===== config.mk =====
export PLATFORM = sky130hd
export DESIGN_NAME = tx_fifo_arbiter
export DESIGN_NICKNAME = d
export VERILOG_FILES = /design/src/rtl/tx_fifo_arbiter.sv
export SDC_FILE = /design/constraint.sdc
export NUM_CORES = 1
export LEC_CHECK = 0
export CAP_MARGIN = 30
export CORE_MARGIN = 3
export CORE_UTILIZATION = 30
export CTS_CLUSTER_DIAMETER = 40
export DETAILED_ROUTE_END_ITERATION = 8
export PLACE_DENSITY = 0.56
export SLEW_MARGIN = 20
export SYNTH_ARGS = -nofsm -noshare
export SYNTH_HDL_FRONTEND = slang
export SYNTH_SLANG_ARGS = --single-unit

===== constraint.sdc =====
create_clock -name clk -period 5.1 [get_ports clk]
set_input_delay 0.765 -clock clk [delete_from_list [all_inputs] [get_ports clk]]
set_output_delay 0.765 -clock clk [all_outputs]
set_load 0.03 [all_outputs]

===== src/rtl/tx_fifo_arbiter.sv =====
`timescale 1ns/1ps
`default_nettype none
// ============================================================================
// Module   : tx_fifo_arbiter
// Brief    : Round-robin burst arbiter feeding two FIFOs into one UART TX.
// Revision : 1.0 - initial release
// ============================================================================
module tx_fifo_arbiter #(
    parameter int WORD_WIDTH = 8,
    parameter int BURST_LEN  = 4
) (
    input  logic                  clk,
    input  logic                  reset_n,
    input  logic                  fifo0_empty,
    input  logic [WORD_WIDTH-1:0] fifo0_r_data,
    output logic                  fifo0_rd,
    input  logic                  fifo1_empty,
    input  logic [WORD_WIDTH-1:0] fifo1_r_data,
    output logic                  fifo1_rd,
    output logic                  tx_start,
    output logic [WORD_WIDTH-1:0] tx_data,
    input  logic                  tx_done,
    output logic [1:0]            grant,
    output logic                  busy
);

    localparam int                 c_cnt_w     = $clog2(BURST_LEN + 1);
    localparam logic [c_cnt_w-1:0] c_burst_max = c_cnt_w'(BURST_LEN);
    localparam logic [c_cnt_w-1:0] c_cnt_one   = c_cnt_w'(1);

    typedef enum logic [1:0] {
        S_IDLE = 2'd0,
        S_LOAD = 2'd1,
        S_WAIT = 2'd2
    } state_t;

    state_t                  r_state;
    logic [1:0]              r_grant;
    logic [c_cnt_w-1:0]      r_cnt;
    logic                    r_last;
    logic                    r_tx_start;
    logic [WORD_WIDTH-1:0]   r_tx_data;

    logic                    w_gnt_empty;
    logic [WORD_WIDTH-1:0]   w_gnt_data;
    logic [1:0]              w_pick;
    logic                    w_done;
    logic                    w_end_burst;

    assign w_gnt_empty = r_grant[0] ? fifo0_empty  : fifo1_empty;
    assign w_gnt_data  = r_grant[0] ? fifo0_r_data : fifo1_r_data;
    // tx_done coinciding with our own tx_start belongs to an earlier word.
    assign w_done      = tx_done && !r_tx_start;
    assign w_end_burst = (r_cnt == c_burst_max) || w_gnt_empty;

    always_comb begin
        w_pick = 2'b00;
        if (!fifo0_empty && !fifo1_empty) begin
            w_pick = r_last ? 2'b01 : 2'b10;
        end else if (!fifo0_empty) begin
            w_pick = 2'b01;
        end else if (!fifo1_empty) begin
            w_pick = 2'b10;
        end
    end

    always_ff @(posedge clk or negedge reset_n) begin
        if (!reset_n) begin
            r_state    <= S_IDLE;
            r_grant    <= 2'b00;
            r_cnt      <= '0;
            r_last     <= 1'b1;
            r_tx_start <= 1'b0;
            r_tx_data  <= '0;
        end else begin
            r_tx_start <= 1'b0;
            case (r_state)
                S_IDLE: begin
                    if (w_pick != 2'b00) begin
                        r_grant <= w_pick;
                        r_state <= S_LOAD;
                    end
                end
                S_LOAD: begin
                    if (!w_gnt_empty) begin
                        r_tx_data  <= w_gnt_data;
                        r_cnt      <= r_cnt + c_cnt_one;
                        r_tx_start <= 1'b1;
                        r_state    <= S_WAIT;
                    end else begin
                        r_grant <= 2'b00;
                        r_last  <= r_grant[1];
                        r_cnt   <= '0;
                        r_state <= S_IDLE;
                    end
                end
                S_WAIT: begin
                    if (w_done) begin
                        if (w_end_burst) begin
                            r_grant <= 2'b00;
                            r_last  <= r_grant[1];
                            r_cnt   <= '0;
                            r_state <= S_IDLE;
                        end else begin
                            r_state <= S_LOAD;
                        end
                    end
                end
                default: r_state <= S_IDLE;
            endcase
        end
    end

    // Pop strobes are combinational so the pop lands in the LOAD cycle itself.
    assign fifo0_rd = (r_state == S_LOAD) && r_grant[0] && !fifo0_empty;
    assign fifo1_rd = (r_state == S_LOAD) && r_grant[1] && !fifo1_empty;
    assign tx_start = r_tx_start;
    assign tx_data  = r_tx_data;
    assign grant    = r_grant;
    assign busy     = (r_state != S_IDLE);

endmodule
`default_nettype wire


==> results of run 1 <==
per-layer routing:
metal,routed length [µm],GRT usage,vias up
met5,0,0,-
met4,8,0.0413,0
met3,210,0.0468,2
met2,922,0.200,29
met1,829,0.118,348
li1,-,-,388
tightest hold or removal path: stages (launching register included):
cell and delay (ns):
dfrtp_1 0.36, nand2_1 0.05, o21ai_1 0.06
through the flow:
| stage | power [mW] | area, µm² | cells | hold slack, ns | util |
|---|---|---|---|---|---|
| 3_5_place_dp | 0.684 | 1350 | 164 | 0.478 | 0.465 |
| 3_3_place_gp | 0.678 | 1350 | 164 | 0.469 | 0.465 |
| 6_report | 0.748 | 1380 | 168 | 0.494 | 0.474 |
| 2_1_floorplan | 0.529 | 966 | 90 | 0.469 | - |
| 4_1_cts | 0.759 | 1380 | 168 | 0.500 | 0.474 |
| 5_1_grt | 0.807 | 1380 | 168 | 0.512 | 0.474 |
how the worst min path moves through the flow:
stage,startpoint,endpoint,cells past startpoint
detailed placement,tx_data[1],tx_data[1],2
finish,tx_data[7],tx_data[7],2
global route,tx_data[2],tx_data[2],2
CTS,tx_data[2],tx_data[2],2
global placement,tx_data[0],tx_data[0],2
floorplan,reset_n,grant[0],0
cells by family after synthesis:
group	count (synthesis)	share of synthesized area
adders and majority gates	7	0.0907
DFF	17	0.442
muxes	15	0.166
buffers and inverters	9	0.0376
and+or+nand+nor	28	0.176
AOI/OAI and AO/OA	14	0.0881
sequential cells by signal (all words and copies together), names as in the netlist:
name,cells
tx_start,1
r_last,1
r_cnt,3
tx_data,8
grant,2
r_state,2
power by group through the flow:
stage	clock network, mW	logic [mW]	registers, mW
6_report	0.0724	0.433	0.242
5_1_grt	0.0832	0.471	0.253
4_1_cts	0.0756	0.440	0.243
3_5_place_dp	0	0.438	0.246
3_3_place_gp	0	0.434	0.244
2_1_floorplan	0	0.222	0.308
cell type report:
class | instances | area, µm²
clock buffers | 4 | 26.3
fillers | 287 | 1530
inverters | 7 | 26.3
multi-input cells | 64 | 503
flip-flops and latches | 17 | 427
well taps | 42 | 52.6
repair buffers | 34 | 340
cell usage after synthesis:
cell type | instances | share of area
mux2_2 | 1 | 0.012
nor3_1 | 1 | 0.0052
mux2i_1 | 9 | 0.093
and3_1 | 1 | 0.0065
o22ai_1 | 1 | 0.0065
mux2_1 | 4 | 0.047
mux2i_2 | 1 | 0.014
a32oi_1 | 1 | 0.0091
nand4_2 | 1 | 0.013
nand4_1 | 1 | 0.0065
dfstp_2 | 1 | 0.027
inv_1 | 6 | 0.023
nand2b_1 | 1 | 0.0065
a21oi_1 | 1 | 0.0052
buf_2 | 2 | 0.010
nand3_4 | 1 | 0.018
nor2_1 | 3 | 0.012
nand2_4 | 1 | 0.012
nand3_2 | 1 | 0.010
o2bb2ai_1 | 1 | 0.0091
or3_1 | 1 | 0.0065
o21ai_1 | 8 | 0.041
nand2b_4 | 1 | 0.014
nand3b_1 | 1 | 0.0078
o2111ai_1 | 1 | 0.0091
nor2b_1 | 1 | 0.0065
dfrtp_1 | 16 | 0.41
ha_1 | 7 | 0.091
inv_2 | 1 | 0.0039
nand2_1 | 12 | 0.047
a211oi_1 | 1 | 0.0078
nand3_1 | 1 | 0.0052
==> results.md, run 1 <==
- Min setup slack post-route: 2.17 ns
- Max Clock Freq: between 0.3 and 0.4 GHz
- Drt initial violations: 22
- Clock skew: a little over 0.005 ns
- Pins Over Slew Limit: 0
- Drt wl/cell: 11.7 µm
- Post-layout min period: around 2.9 ns
- Worst EP arrival: around 2.2 ns
- Commonest cells after routing, fill and taps aside: clkdlybuf4s50_1 (34), dfrtp_1 (16), nand2_1 (12)
- Post-synthesis cell area: around 970 µm²
- Gr usage total: 0.113
- Area growth from synthesis to final layout: 42.4%
- Psw: ~330 µW
- WP data required: 4.34 ns
- IO buf count: 34
- Reg2reg start: grant[0]
- Commonest non-fill, non-tap cell in the layout: clkdlybuf4s50_1
- Worst path max stage delay: between 0.6 and 0.7 ns
- Number of global-route vias before repair: around 810
- Share of cells above drive strength 1: 0.0952
- Crit path from: fifo0_empty
- Flop pwr share: 0.324
- Wire length of the first global-routing pass: ~3500 µm
- Sw frac: 0.436
- Fin. Hold Viols: 0
- CTS max path bufs: 2
- TritonCTS Sinks: 17
- Largest net degree at the start of global routing: 20
- Synthesis Warnings: 0
- # rows: 19
- TritonRoute pass-1 iters: 4
- Syn Nets: 118
- Total CTS buffers: 3
- Detailed-placement wirelength estimate: roughly 1600 µm
- Worst vdd ir: about 0.00023 V
- Slew margin rel.: 0.485
- Nets: approximately 160
- Critical path type: in2out
- Combinational power share: 0.579
- R2R depth: 4
- Critical path buffer and inverter count: 3
- Routed vias/inst: 4.57
- Sequential element share of the synthesized area: 0.442
- HP Class: reg2reg
- Core Region: about 0.0029 mm²
- Yosys reg bits: 17
- Crit end category: output port
- CP Launch Type: primary input
- FF-to-FF End: grant[1]
- Post-cts sizing count: 0
- Maxcap violations: 0
- Pleak: 0.597 nW
- Worst-path clk slew: ~0.090 ns
- Die Y: between 60 and 70 µm
- Post-route DRC: 0
- Total gr overflow: 0
- Avg Cell Area, Syn: between 10 and 15 µm²
- Pre-CTS setup slack: about 2.2 ns
- Outcome: finished clean
- R2R setup slack: approximately 3 ns
- Worst slew pin tran: roughly 0.77 ns
- Cells along the critical path: clkdlybuf4s50_1 > inv_1 > and3_1 > clkdlybuf4s50_1
- Root Driver: clkbuf_4
- Synth unique cells: 32
- Antenna Nets Post-Route: 0
- Initial antenna violation count: 0
- Number of stages on the worst setup path: 4
- I/O Pins: 35
- Crit-path leading delay family: buffers and inverters
- Int Power: around 420 µW
- Starting Density: 0.333
- Hold Buf Count CTS: 0
- TNS Setup: 0 ns
- Total routed wirelength: 1970 µm
- Final setup fails: 0
- Chip width: 62.7 µm
- Tcrit/Tclk final: 0.575
- Antenna cell count: 0
- Full die area: around 0.004 mm²
- Unrepaired setup endpoints after global routing: no
- Worst-path fanout max: 4
- CTS tree: yes
- Cells after synthesis: 90
- Clock Latency Late Sink: 0.29 ns
- Via count: 767
- Power share of the clock group: 0.097
- Pwr dens: around 540 mW/mm²
- Cell repeated most along the worst path: clkdlybuf4s50_1
- CTS H-tree lvls: 1
- Setup repair bufs after CTS: 0
- Slowest stage cell, crit path: clkdlybuf4s50_1
- RePlAce Congestion: 0.716
- Crit path to: fifo0_rd
Note: power is estimated with default switching activity, not from simulation.
==> run 2, diff against run 1 <==
==> constraint.sdc (replaced) <==
create_clock -name clk -period 3 [get_ports clk]
set_input_delay 0.45 -clock clk [delete_from_list [all_inputs] [get_ports clk]]
set_output_delay 0.45 -clock clk [all_outputs]
set_load 0.03 [all_outputs]
==> results.md, run 2 (synthesized netlist as in run 1, its figures left out) <==
- Antenna cell count: 0
- TNS Setup: 0 ns
- Commonest non-fill, non-tap cell in the layout: clkdlybuf4s50_1
- Crit end category: output port
- Pins Over Slew Limit: 0
- Tcrit/Tclk final: 0.787
- Gr usage total: 0.107
- GR peak layer: met2
- Number of global-route vias before repair: about 800
- HP Class: reg2reg
- Clock skew: approximately 0.014 ns
- Pwr dens: roughly 920 mW/mm²
- Total routed wirelength: between 1500 and 2000 µm
- Slew margin rel.: 0.485
- Worst-path fanout max: 12
- Root Driver: clkbuf_4
- # rows: 19
- Routed vias/inst: between 4 and 5
- Post-route DRC: 0
- Fill count: 297
- Outcome: finished clean
- Largest net degree at the start of global routing: 20
- RePlAce Congestion: ~0.73
- Worst EP arrival: approximately 1.9 ns
- Full die area: just under 0.004 mm²
- I/O Pins: 35
- CP Launch Type: flop
- Max Clock Freq: roughly 0.42 GHz
- Reg2reg start: grant[0]
- Fin. Hold Viols: 0
- CTS H-tree lvls: 1
- Power, Total: between 1 and 1.5 mW
- Post-cts sizing count: 0
- Met3 layer usage reported by global route: 0.0486
- Worst vdd ir: about 0.00033 V
- Pre-CTS setup slack: roughly 0.7 ns
- Total gr overflow: 0
- Chip width: about 63 µm
- Unrepaired setup endpoints after global routing: no
- Critical path type: reg2out
- Final setup fails: 0
- TritonCTS Sinks: 17
- Maxcap violations: 0
- Hold path start: tx_data[4]
- Total CTS buffers: 3
- Min setup slack post-route: about 0.64 ns
- TritonRoute pass-1 iters: 4
- Share of cells above drive strength 1: 0.0952
- M1 GR Usage: 0.117
- Worst slew pin tran: 0.770 ns
- Detailed-placement wirelength estimate: around 1600 µm
- Drt initial violations: 10
- Die Y: 62.7 µm
- Clock Latency Late Sink: approximately 0.29 ns
- GR Util met2: 0.193
- Post-route cell area: between 0.001 and 0.0015 mm²
- Post-layout min period: roughly 2.4 ns
- CTS max path bufs: 2
- Area growth from synthesis to final layout: 42.4%
- Setup repair bufs after CTS: 0
- CTS tree: yes
- Hold Buf Count CTS: 0
- Placed Instance Area: roughly 0.0013 mm²
- Nets: around 160
- Pleak: 0.597 nW
- Initial antenna violation count: 0
- Core Region: 0.00290 mm²
- Crit path from: grant[0]
- Flip-flop count of the largest register after layout: 8
- IO buf count: 34
- Final Non-Filler Cells: approximately 170
- Antenna Nets Post-Route: 0
- Worst hold slack: a little under 0.5 ns
- Via count: 776
- WP data required: approximately 2.6 ns
- Layout Utilization: 0.474
- Post-Place Cells: between 150 and 200
- Starting Density: 0.333
- Worst-path clk slew: approximately 0.090 ns
- Wire length of the first global-routing pass: around 3400 µm
- Drt wl/cell: 11.7 µm
- Commonest cells after routing, fill and taps aside: clkdlybuf4s50_1 (34), dfrtp_1 (16), nand2_1 (12)
==> run 2: cell counts in the layout (fill, tap and decap cells not counted) <==
Identical to the previous run, type by type.
==> run 2: final cells by class <==
| cell class | count | area (µm²) | share of cell area |
|---|---|---|---|
| Tap cell | 42 | 52.6 | 0.0382 |
| Timing Repair Buffer | 34 | 340 | 0.247 |
| Sequential cell | 17 | 427 | 0.310 |
| Clock buffer | 4 | 26.3 | 0.0191 |
| Multi-Input combinational cell | 64 | 503 | 0.366 |
| Inverter | 7 | 26.3 | 0.0191 |
==> run 2: path summary, 6_finish.rpt <==
kind	end	slack [ns]	depth (start not counted)
min in group asynchronous	r_state[0]	0.60	1
max in group asynchronous	grant[0]	1.91	1
worst min register to register	tx_data[4]	0.49	2
worst min-delay path	tx_data[4]	0.49	2
worst max register to register	grant[0]	0.96	4
worst max-delay path	fifo0_rd	0.64	2
==> run 2: report_power, final <==
group | total, mW | switching [mW] | internal (mW)
clock | 0.124 | 0.0720 | 0.0515
sequential | 0.412 | 0.0805 | 0.331
combinational | 0.730 | 0.398 | 0.333
==> run 2: critical path, cell delays in order, from the launching register on <==
cell             delay (ns)
dfrtp_1                0.72
and3_1                 0.25
clkdlybuf4s50_1        0.67
==> run 2: per-layer routing <==
metal,vias up,wire length [µm]
met5,-,0
met4,0,0
met3,0,198
met2,26,933
met1,367,835
li1,383,-
